`src/rtl/w_mem_read_streamer_pkg.sv`:
```
// Shared widths and FSM encoding for the weight-memory read streamer.
package w_mem_read_streamer_pkg;

  localparam int unsigned MACRO_WORDS = 512;
  localparam int unsigned WORD_BITS   = 32;
  localparam int unsigned BLOCK_COLS  = 2;
  localparam int unsigned SUBBLOCKS   = 4;

  // Total weight-memory word address width (matches the wrapper's total word address)
  localparam int unsigned ADDR_W =
    $clog2(MACRO_WORDS * BLOCK_COLS * SUBBLOCKS * (WORD_BITS / SUBBLOCKS));
  localparam int unsigned DATA_W     = WORD_BITS;
  localparam int unsigned LEN_W      = ADDR_W + 1;
  localparam int unsigned FIFO_DEPTH = 2;
  localparam int unsigned CNT_W      = $clog2(FIFO_DEPTH + 1);

  typedef enum logic [1:0] {
    IDLE  = 2'd0,
    ISSUE = 2'd1,
    DRAIN = 2'd2
  } w_rd_state_t;

endpackage

```
`src/rtl/w_rd_skid_fifo.sv`:
```
// Two-entry skid FIFO with registered head/valid; push and pop may coincide.
module w_rd_skid_fifo
  import w_mem_read_streamer_pkg::*;
(
  input  logic              clk,
  input  logic              reset,
  input  logic              push,
  input  logic              pop,
  input  logic [DATA_W-1:0] din,
  output logic [DATA_W-1:0] dout,
  output logic              valid,
  output logic [CNT_W-1:0]  count
);

  logic [DATA_W-1:0] head_q, head_n;
  logic [DATA_W-1:0] tail_q, tail_n;
  logic [CNT_W-1:0]  count_q, count_n;
  logic              valid_q;

  // Next head/tail/count from the push/pop combination
  always_comb begin
    head_n  = head_q;
    tail_n  = tail_q;
    count_n = count_q;
    case ({push, pop})
      2'b10: begin
        if (count_q == '0) head_n = din;
        else               tail_n = din;
        count_n = count_q + CNT_W'(1);
      end
      2'b01: begin
        head_n  = tail_q;
        count_n = count_q - CNT_W'(1);
      end
      2'b11: begin
        if (count_q == CNT_W'(1)) begin
          head_n = din;
        end else begin
          head_n = tail_q;
          tail_n = din;
        end
      end
      default: ;
    endcase
  end

  // Storage and registered valid
  always_ff @(posedge clk or negedge reset) begin
    if (!reset) begin
      head_q  <= '0;
      tail_q  <= '0;
      count_q <= '0;
      valid_q <= 1'b0;
    end else begin
      head_q  <= head_n;
      tail_q  <= tail_n;
      count_q <= count_n;
      valid_q <= (count_n != '0);
    end
  end

  assign dout  = head_q;
  assign valid = valid_q;
  assign count = count_q;

  a_no_overflow : assert property (@(posedge clk) disable iff (!reset)
    !(push && !pop && count_q == CNT_W'(FIFO_DEPTH)));
  a_no_underflow : assert property (@(posedge clk) disable iff (!reset)
    !(pop && count_q == '0));

endmodule

```
`src/rtl/w_mem_read_streamer.sv`:
```
// Burst read initiator for the weight SRAM: issues sequential reads under a
// two-word credit and streams the returned words out via a skid FIFO.
module w_mem_read_streamer
  import w_mem_read_streamer_pkg::*;
(
  input  logic              clk,
  input  logic              reset,
  input  logic              start,
  input  logic [ADDR_W-1:0] base_addr,
  input  logic [LEN_W-1:0]  length,
  input  logic              wr_active,
  output logic              rd_enable,
  output logic [ADDR_W-1:0] rd_addr,
  input  logic [DATA_W-1:0] rd_data,
  output logic [DATA_W-1:0] out_data,
  output logic              out_valid,
  input  logic              out_ready,
  output logic              busy,
  output logic              done
);

  localparam int unsigned OCC_W = CNT_W + 1;

  w_rd_state_t       state_q, state_n;
  logic [ADDR_W-1:0] addr_q, addr_n;
  logic [LEN_W-1:0]  remain_q, remain_n;
  logic              inflight_q;
  logic              busy_q, busy_n;
  logic              done_q, done_n;

  logic [CNT_W-1:0]  fifo_count;
  logic              pop;
  logic [OCC_W-1:0]  occ;
  logic              credit_ok;
  logic              issue;

  assign pop       = out_valid & out_ready;
  assign occ       = OCC_W'(fifo_count) + OCC_W'(inflight_q);
  // At most two words may be buffered or in flight after this cycle's pop
  assign credit_ok = occ < (OCC_W'(2) + OCC_W'(pop));
  assign issue     = (state_q == ISSUE) && !wr_active && credit_ok;

  // Next-state, counters and done/busy
  always_comb begin
    state_n  = state_q;
    addr_n   = addr_q;
    remain_n = remain_q;
    busy_n   = busy_q;
    done_n   = 1'b0;
    case (state_q)
      IDLE: begin
        if (start) begin
          addr_n   = base_addr;
          remain_n = length;
          busy_n   = 1'b1;
          state_n  = (length == '0) ? DRAIN : ISSUE;
        end
      end
      ISSUE: begin
        if (issue) begin
          addr_n   = addr_q + ADDR_W'(1);
          remain_n = remain_q - LEN_W'(1);
          if (remain_q == LEN_W'(1)) state_n = DRAIN;
        end
      end
      DRAIN: begin
        // Finish on the cycle the final word leaves, so done lands right after
        if (!inflight_q &&
            ((fifo_count == '0) || (fifo_count == CNT_W'(1) && pop))) begin
          state_n = IDLE;
          busy_n  = 1'b0;
          done_n  = 1'b1;
        end
      end
      default: state_n = IDLE;
    endcase
  end

  // State, counters and the one-cycle read-latency tracker
  always_ff @(posedge clk or negedge reset) begin
    if (!reset) begin
      state_q    <= IDLE;
      addr_q     <= '0;
      remain_q   <= '0;
      inflight_q <= 1'b0;
      busy_q     <= 1'b0;
      done_q     <= 1'b0;
    end else begin
      state_q    <= state_n;
      addr_q     <= addr_n;
      remain_q   <= remain_n;
      inflight_q <= issue;
      busy_q     <= busy_n;
      done_q     <= done_n;
    end
  end

  w_rd_skid_fifo u_fifo (
    .clk   (clk),
    .reset (reset),
    .push  (inflight_q),
    .pop   (pop),
    .din   (rd_data),
    .dout  (out_data),
    .valid (out_valid),
    .count (fifo_count)
  );

  assign rd_enable = issue;
  assign rd_addr   = addr_q;
  assign busy      = busy_q;
  assign done      = done_q;

endmodule

```
`config.mk`:
```
export PLATFORM = sky130hd
export DESIGN_NAME = w_mem_read_streamer
export DESIGN_NICKNAME = d
export VERILOG_FILES = /design/src/rtl/w_mem_read_streamer_pkg.sv /design/src/rtl/w_rd_skid_fifo.sv /design/src/rtl/w_mem_read_streamer.sv
export SDC_FILE = /design/constraint.sdc
export NUM_CORES = 1
export LEC_CHECK = 0
export ABC_AREA = 1
export BUFFER_PORTS_ARGS = -buffer_cell sky130_fd_sc_hd__buf_2
export CAP_MARGIN = 10
export CORE_MARGIN = 5
export CORE_UTILIZATION = 55
export CTS_CLUSTER_DIAMETER = 30
export DETAILED_ROUTE_END_ITERATION = 10
export PLACE_DENSITY = 0.8
export SLEW_MARGIN = 10
export SYNTH_ARGS = -nofsm -noshare
export SYNTH_HDL_FRONTEND = slang
export SYNTH_SLANG_ARGS = --single-unit
```
`constraint.sdc`:
```
create_clock -name clk -period 2 [get_ports clk]
set_input_delay 0.4 -clock clk [delete_from_list [all_inputs] [get_ports clk]]
set_output_delay 0.4 -clock clk [all_outputs]
set_load 0.005 [all_outputs]
```
=== After elaboration in Yosys (flattened, before gate mapping) ===
Cells that the tools add are included.

* Bits in registers: 103
* Bits in latches: 0
* Memory bits (writable): 0
* ROM bits: 0
* Input port bits: 68
* Output and inout bits: 51
* Word-level logic and storage cells: 76
* Memories: 0

* Add/sub/neg operators: 6
* $mul: 0
* Div/mod/pow operators: 0
* Order comparisons: 1
* Equal/unequal tests: 14
* Shifts and indexed selects: 0
* Multiplexer cells: 24
* Bitwise operators: 1
* Reductions and logical operators: 20

{| class="wikitable"
|+ Operators with widths
! operator !! number
|-
| $mux 32 || 4
|-
| $pmux 32 s3 || 1
|-
| $pmux 32 s2 || 1
|-
| $mux 16 || 2
|-
| $pmux 16 s2 || 1
|-
| $mux 15 || 2
|-
| $pmux 15 s2 || 1
|-
| $eq 16x1->1 const B || 1
|-
| $logic_not 16->1 || 1
|-
| $sub 16x1->16 const B || 1
|-
| $add 15x1->15 const B || 1
|-
| $ne 2x2->1 const B || 6
|-
| $mux 2 || 5
|-
| $reduce_and 3->1 || 3
|-
| $reduce_bool 2->1 || 4
|-
| $eq 2x1->1 const B || 3
|-
| $eq 2x2->1 const B || 3
|-
| $pmux 2 s3 || 1
|-
| $logic_and 1x1->1 || 4
|-
| $logic_not 2->1 || 2
|-
| $mux 1 || 4
|-
| $pmux 2 s2 || 1
|-
| $reduce_and 4->1 || 1
|-
| $add 2x1->3 || 1
|-
| 11 further kinds || 12
|}

=== Depth between registers and ports, before layout ===
Gate-level depths: netlist of run 1.

* Depth after elaboration: 6
* Depth in mapped cells: 12
* Depth with buffers taken out: 11

=== By module ===
A second synthesis of run 1 with hierarchy kept.

* Cells, all modules: 851
* Area total of the unflattened synthesis: 5805.6 um^2

{| class="wikitable"
|+ By module, submodules not included
! module !! instances !! cells each !! area an instance (um^2) !! seq. area each (um^2)
|-
| w_rd_skid_fifo || 1 || 413 || 3166.8 || 1676.6
|-
| w_mem_read_streamer || 1 || 438 || 2638.8 || 900.9
|}

=== Worst setup path after synthesis of run 1 ===
OpenSTA, ideal clock, no wires.

* Kind: reg-to-reg
* Start: register u_fifo.valid_q, in the netlist u_fifo.valid
* End: register u_fifo.head_q[1], in the netlist u_fifo.dout[1]
* Setup time: 0.135 ns
* Data arrival time: 1.545 ns
* Data required time: 1.865 ns
* Path slack: 0.319 ns
* Stages on the path, launching flop included: 9
* Buffers on the path: 1
* Clock period less this slack: 1.681 ns
* Path through: dfrtp_1 -> nand2_1 -> inv_1 -> ha_1 -> a21oi_1 -> clkbuf_1 -> o22ai_1 -> inv_1 -> o21ai_0

* Longest elaborated chain between the ends: 4
* Elaborated cells on any way between the ends: 8
* Those cells by class: 4 x eq/ne; 1 x mux; 1 x bitwise; 2 x reduce/logical

{| class="wikitable"
|+ Ends and longest elaborated chain
! what !! line !! source
|-
| start: declaration || w_rd_skid_fifo.sv:18 || <nowiki>logic valid_q;</nowiki>
|-
| start signal: assignment || w_rd_skid_fifo.sv:58 || <nowiki>valid_q <= (count_n != '0);</nowiki>
|-
| $and 1x1->1 (*) || w_mem_read_streamer.sv:37 || <nowiki>assign pop = out_valid & out_ready;</nowiki>
|-
| $eq 2x2->1 or $eq 2x1->1 (tied branches) || w_rd_skid_fifo.sv:25 || <nowiki>case ({push, pop})</nowiki>
|-
| $ne 2x2->1 (no line) or $reduce_bool 3->1 (tied branches) || n/a ||
|-
| $reduce_and 2->1 (no line) || n/a ||
|-
| end signal: assignment || w_rd_skid_fifo.sv:55 || <nowiki>head_q <= head_n;</nowiki>
|-
| end: declaration || w_rd_skid_fifo.sv:15 || <nowiki>logic [DATA_W-1:0] head_q, head_n;</nowiki>
|}

Mark *: on every way between the ends. The rest lies on a longest branch, timed or not.
A chain may end at the register's enable or synchronous reset.

=== Worst setup path in the final report of run 1 ===
* Start: register u_fifo.count_q[0], in the netlist u_fifo.count[0]
* End: output rd_enable

* Longest elaborated chain between the ends: 3

{| class="wikitable"
|+ Ends and longest elaborated chain
! what !! line !! source
|-
| start: declaration || w_rd_skid_fifo.sv:17 || <nowiki>logic [CNT_W-1:0] count_q, count_n;</nowiki>
|-
| start signal: assignment || w_rd_skid_fifo.sv:57 || <nowiki>count_q <= count_n;</nowiki>
|-
| $add 2x1->3 || w_mem_read_streamer.sv:38 || <nowiki>assign occ = OCC_W'(fifo_count) + OCC_W'(inflight_q);</nowiki>
|-
| $lt 3x3->1 || w_mem_read_streamer.sv:40 || <nowiki>assign credit_ok = occ < (OCC_W'(2) + OCC_W'(pop));</nowiki>
|-
| $logic_and 1x1->1 || w_mem_read_streamer.sv:41 || <nowiki>assign issue = (state_q == ISSUE) && !wr_active && credit_ok;</nowiki>
|-
| end: declaration || w_mem_read_streamer.sv:12 || <nowiki>output logic rd_enable,</nowiki>
|}

Every way passes these cells.

==> results of run 1 <==
-- per-stage QoR --
step | instances | worst slack, ns
after global placement | 1042 | 0.230
after global routing | 1064 | -0.0457
after floorplan | 804 | 0.319
after CTS | 1062 | 0.0206
final | 1064 | 0.0511
after detailed placement | 1042 | 0.141
-- layer usage --
metal	GRT usage, %	wire [um]	vias to the layer above
met5	0	0	-
met4	6.49	213	0
met3	2.88	787	16
met2	34.9	6130	165
met1	29.3	5980	2426
li1	-	-	2744
-- final timing paths --
kind                       cells after the start                   startpoint                       endpoint  slack, ns
max                                            8    u_fifo.count[0]$_DFF_PN0_                      rd_enable       0.05
min reg2reg                                    2  u_fifo.dout[21]$_DFFE_PN0P_    u_fifo.dout[21]$_DFFE_PN0P_       0.49
max in group asynchronous                      3                        reset        remain_q[7]$_DFFE_PN0P_       1.01
min                                            3                        start               busy$_DFFE_PN0P_       0.29
max reg2reg                                    7         inflight_q$_DFF_PN0_  u_fifo.tail_q[29]$_DFFE_PN0P_       0.12
min in group asynchronous                      2                        reset       remain_q[15]$_DFFE_PN0P_       0.40
-- synth_stat cells, drive strengths merged, types with 2 or more instances --
master,n
ha,11
nand3,41
clkbuf,23
buf,6
nand4,5
o21bai,2
o21ai,94
o211ai,2
or2,4
a21oi,7
nand2,249
o22ai,32
inv,139
dfrtp,103
nand3b,7
nor2,78
-- cells in the final DEF (no fill, tap or decap) --
master / instances
a21o_1: 1
a21oi_1: 6
a21oi_2: 1
buf_12: 6
buf_2: 116
buf_4: 13
buf_6: 1
clkbuf_8: 9
clkinv_4: 3
clkinv_8: 1
dfrtp_1: 103
dlygate4sd3_1: 1
ha_1: 9
ha_2: 1
ha_4: 1
inv_1: 133
inv_2: 5
inv_4: 1
inv_6: 1
inv_8: 2
nand2_1: 247
nand2_2: 2
nand3_1: 40
nand3_4: 1
nand3b_1: 7
nand4_1: 5
nor2_1: 78
o211ai_1: 2
o21ai_0: 82
o21ai_1: 10
o21ai_2: 1
o21ai_4: 1
o21bai_1: 1
o21bai_4: 1
o22ai_1: 32
or2_2: 4
-- power groups by stage --
stage          Clock [mW]  Sequential [mW]  Combinational, mW
2_1_floorplan           0             3.74               3.32
3_3_place_gp            0             3.84               4.70
3_5_place_dp            0             3.87               4.84
4_1_cts              1.30             3.83               4.90
5_1_grt              1.38             4.00               5.70
6_report             1.28             3.84               4.89
-- timing repair --
item                                   4_1_cts  5_1_grt
pin swaps                                    1        3
buffers inserted                             3        2
gates resized for setup                      1        7
hold buffers                                 1        0
endpoints found under the hold margin        8        0
setup endpoints to repair                    1       23
-- cells by family (layout without fill, tap and decap cells) --
| kind of cell | after synthesis | count (layout) | synth area share, % |
|---|---|---|---|
| flip-flops | 103 | 103 | 45.4 |
| buffers and inverters | 168 | 292 | 11.5 |
| adder cells (fa/ha/maj) | 11 | 11 | 2.43 |
| AO/OA/AOI/OAI | 138 | 138 | 13.2 |
| AND/OR/NAND/NOR | 384 | 384 | 27.5 |
-- flip-flops by register name (all words and copies together) (netlist names) --
name and flops:
inflight_q 1, u_fifo.tail_q 32, state_q 2, remain_q 16, u_fifo.dout 32, busy 1, u_fifo.count 2, rd_addr 15
done 1, u_fifo.valid 1
-- worst max-delay path, delay by kind of cell, from the launching register on --
kind,cells,cell delay (ns)
adder cells (fa/ha/maj),2,0.35
flip-flops,1,0.41
AND/OR/NAND/NOR,3,0.23
buffers and inverters,3,0.21
-- final cells by class --
type	count	area, sq um
fillers	905	3410
flip-flops and latches	103	2580
multi-input cells	533	2480
repair buffers	137	820
inverters	139	524
well taps	136	170
clock buffers	9	124
clock inverters	7	73.8
==> run metrics, run 1 <==
standard cell with the maximum stage delay on the critical path dfrtp_1; pwr dens 1480 nW/um^2; DRC Markers 0; maximum fanout along the worst path 2; count of port buffers added during placement 118; clock tree from TritonCTS done; proportion of layout cells with a drive suffix above 1 around 18%; I/O Pins 119; cell at the root of the clock tree clkbuf_8; clk sink count 103; final-stage net count roughly 1000; critical path class reg -> out; transition time at the pin with the least slew margin 0.352 ns; WHS 0.291 ns; clock latency reported for the late side of the worst-skew pair roughly 0.36 ns; Setup-failing EPs final 0; number of inserted diodes 0; number of antenna violations at the first check in global routing 0; max_slew headroom 76.5%; register share of total power between 30% and 40%; Critical Path Source Type register; maximum cell stage delay along the critical path 0.41 ns; largest area contributor in the synthesized netlist dfrtp_1; detailed router's first-iteration violation count 314; outcome completed; DIE AREA 12500 sq um; leading post-synthesis cells by cell area dfrtp_1 (45%), nand2_1 (16%), inv_1 (8.9%), o21ai_0 (7.2%), nor2_1 (5.2%); number of instances in the synthesized netlist 804; setup repair after global routing missed its margin yes; net switching power figure ~4.5 mW; global-route wire length before repair 22400 um; per-cell routed wire length about 12 um; worst-case clock buffer depth 2; data required time of the worst path 1.60 ns; Synthesized Nets between 800 and 900; Die Ht 112 um; sequential cell area fraction in the yosys report 45.4%; Site Rows 37; placement-stage cell area 6500 sq um; number of enable flip-flop cells after synthesis 0; clock share of power between 10% and 20%; vias in the first global route 5035; Antenna Violating Nets Remaining 0; Post-DP HPWL 9500 um; post-layout power roughly 10 mW; via-per-instance ratio 5.03; Internal between 5 and 6 mW; final core utilization approximately two thirds; maximum number of pins on one net before global-route repair 65; synthesized area per cell 7.06 sq um; fin crit period 1.95 ns; global-route congestion overflow total 0; final critical-path share of the clock period between 90% and 100%; post-synthesis instance area roughly 5700 sq um; vias after detailed routing 5351; leakage power 3.68 nW; die outline width 112 um; wirelength, routed roughly 13000 um; total count of max-transition violations in the final report 0; H-tree level count 3; last weighted congestion value of the routability-driven placer 0.865; area delta synth->final 19.4%; Max-cap violations 0; Max Fclk ~0.51 GHz; cell-by-cell listing of the critical path ha_2, ha_4, inv_2, nand2_1, nor2_1, nand2_1, inv_2, buf_6; placeable core area 10200 sq um; Inserted Clock Buffers 9; distinct cell type count of the synthesized netlist 24; Synth Warn # 0; Clock Skew 0.0108 ns; synthesis-stage register bit count between 100 and 150; most used flip-flop cell after synthesis dfrtp_1; Comb pwr share 48.8%; top cell type's share of synthesized area 45.4%; clock-pin slew of the registers on the worst-case setup and hold paths around 0.11 ns; starting density of the core 55.7%; CP arrival between 1.5 and 2 ns; total track usage a little over a fifth; final hold vios 0; number of detailed-routing iterations run before antenna repair 5; worst voltage drop across the vdd grid 0.770 mV; min-delay worst type in -> reg; switching power share of the total a little under half; Critical Path End Type output port; fraction of synthesis flops using an asynchronous set or reset pin 100%; sum of negative setup slack 0 ns; cell area after layout 6770 sq um
Power figures use the tool's default switching activity.
==> run 2: changes to the inputs <==
Settings changed: REMOVE_ABC_BUFFERS from default to 1.
==> run 2 against run 1 <==
  * Largest power group unchanged
  * Clock power down 3%
  * Maximum frequency is 0.36% higher
  * Critical endpoint unchanged
  * Non-clock buffer count down 3
  * Count of clock-buffer cells in the layout rose by 2
==> run metrics, run 2 (same netlist as run 1, synthesis figures left out) <==
outcome completed; Critical Path Source Type register; die outline width 112 um; number of detailed-routing iterations run before antenna repair 5; maximum cell stage delay along the critical path a little under 0.4 ns; critical path class reg -> out; setup repair after global routing missed its margin yes; total count of max-transition violations in the final report 0; total track usage between 20% and 30%; proportion of layout cells with a drive suffix above 1 18.2%; Post-DP HPWL slightly above 9000 um; cell-by-cell listing of the critical path ha_2, ha_4, inv_2, nand2_1, nor2_1, nand2_2, inv_2, buf_6; last weighted congestion value of the routability-driven placer about 0.83; cell area after layout around 6800 sq um; Max-cap violations 0; clock latency reported for the late side of the worst-skew pair approximately 0.37 ns; I/O Pins 119; per-cell routed wire length 12.3 um; maximum fanout along the worst path 2; global-route congestion overflow total 0; vias after detailed routing 5293; sum of negative setup slack 0 ns; max_slew headroom between 70% and 80%; Max Fclk 0.515 GHz; most frequent standard cell in the layout excluding fill and tap cells nand2_1; starting density of the core 55.7%; pwr dens 1480 nW/um^2; transition time at the pin with the least slew margin 0.372 ns; global-route wire length before repair 22600 um; Die Ht 112 um; clock-pin slew of the registers on the worst-case setup and hold paths 0.10 ns; Setup-failing EPs final 0; leakage power between 3 and 4 nW; final critical-path share of the clock period 97.1%; detailed router's first-iteration violation count 202; maximum number of pins on one net before global-route repair 65; count of port buffers added during placement between 100 and 150; DIE AREA 12500 sq um; min-delay worst type in -> reg; final core utilization 66.3%; CP arrival 1.54 ns; worst voltage drop across the vdd grid 0.684 mV; number of inserted diodes 0; placeable core area between 10000 and 15000 sq um; area delta synth->final 19.0%; Site Rows 37; final-stage net count 999; data required time of the worst path around 1.6 ns; DRC Markers 0; placement-stage cell area 6500 sq um; Inserted Clock Buffers 9; final hold vios 0; clock tree from TritonCTS done; wirelength, routed 13100 um; standard cell with the maximum stage delay on the critical path dfrtp_1; Antenna Violating Nets Remaining 0; worst-case clock buffer depth 2; via-per-instance ratio approximately 5; most frequent cells in the layout nand2_1 (246), inv_1 (133), buf_2 (116), dfrtp_1 (103), o21ai_0 (82); Critical Path End Type output port; number of antenna violations at the first check in global routing 0; fin crit period between 1.5 and 2 ns; cell mode on critical path inv_2; H-tree level count 3; cell at the root of the clock tree clkbuf_8; clk sink count ~100; vias in the first global route 4972; Clock Skew 0.00834 ns
## run 2: cell count changes in the layout (fill, tap and decap cells not counted), sizes merged
cell	previous run	this run
clkbuf	9	11
buf	136	133
clkinvlp	0	2
clkinv	4	1
inv	142	141
## run 2: per-stage QoR
step | power [mW] | setup WS, ns | hold slack, ns | instances
finish | 10.0 | 0.0581 | 0.269 | 1061
global route | 11.1 | -0.0216 | 0.256 | 1061
CTS | 10.0 | 0.0153 | 0.254 | 1060
detailed placement | 8.72 | 0.141 | 0.311 | 1040
global placement | 8.56 | 0.207 | 0.308 | 1040
floorplan | 6.87 | -0.462 | 0.104 | 775
## run 2: worst max-delay path, delay by kind of cell, from the launching register on
kind | cells | cell delay, ns
fa+ha+maj | 2 | 0.35
buf+inv | 3 | 0.19
flops | 1 | 0.39
simple gates | 3 | 0.25
## run 2: per-layer routing
layer	wire length, um	GRT usage (%)	vias up
li1	-	-	2736
met2	6220	35.5	146
met1	5960	29.1	2392
met5	0	0	-
met3	669	4.35	19
met4	221	6.73	0
## run 2: report_power, final
group	switching, mW	internal [mW]
logic	2.98	1.94
clock network	0.739	0.499
registers	0.770	3.08
total	4.49	5.52
## run 2: worst paths after layout
| check | slack (ns) | cells after the start | from | end |
|---|---|---|---|---|
| max in group asynchronous | 0.96 | 3 | reset | u_fifo.tail_q[19]$_DFFE_PN0P_ |
| worst max register to register | 0.12 | 13 | u_fifo.count[0]$_DFF_PN0_ | remain_q[10]$_DFFE_PN0P_ |
| min in group asynchronous | 0.45 | 2 | reset | u_fifo.dout[26]$_DFFE_PN0P_ |
| worst max-delay path | 0.06 | 8 | u_fifo.count[0]$_DFF_PN0_ | rd_enable |
| worst min-delay path | 0.27 | 3 | start | busy$_DFFE_PN0P_ |
| worst min register to register | 0.49 | 2 | u_fifo.dout[5]$_DFFE_PN0P_ | u_fifo.dout[5]$_DFFE_PN0P_ |
## run 2: area by class of cell
cell class	count	area, sq um
multi-input combinational	533	2490
fill	926	3430
inverter	139	524
tap	136	170
sequential	103	2580
timing repair buffer	134	810
clock buffer	11	141
clock inverter	5	41.3
## run 2: timing repair
action / in CTS / in global routing
hold endpoints to repair: 18 / 0
pin swaps: 1 / 4
gates resized for setup: 2 / 7
endpoints found under the setup margin: 1 / 11
buffers inserted: 3 / 1
hold buffers: 1 / 0
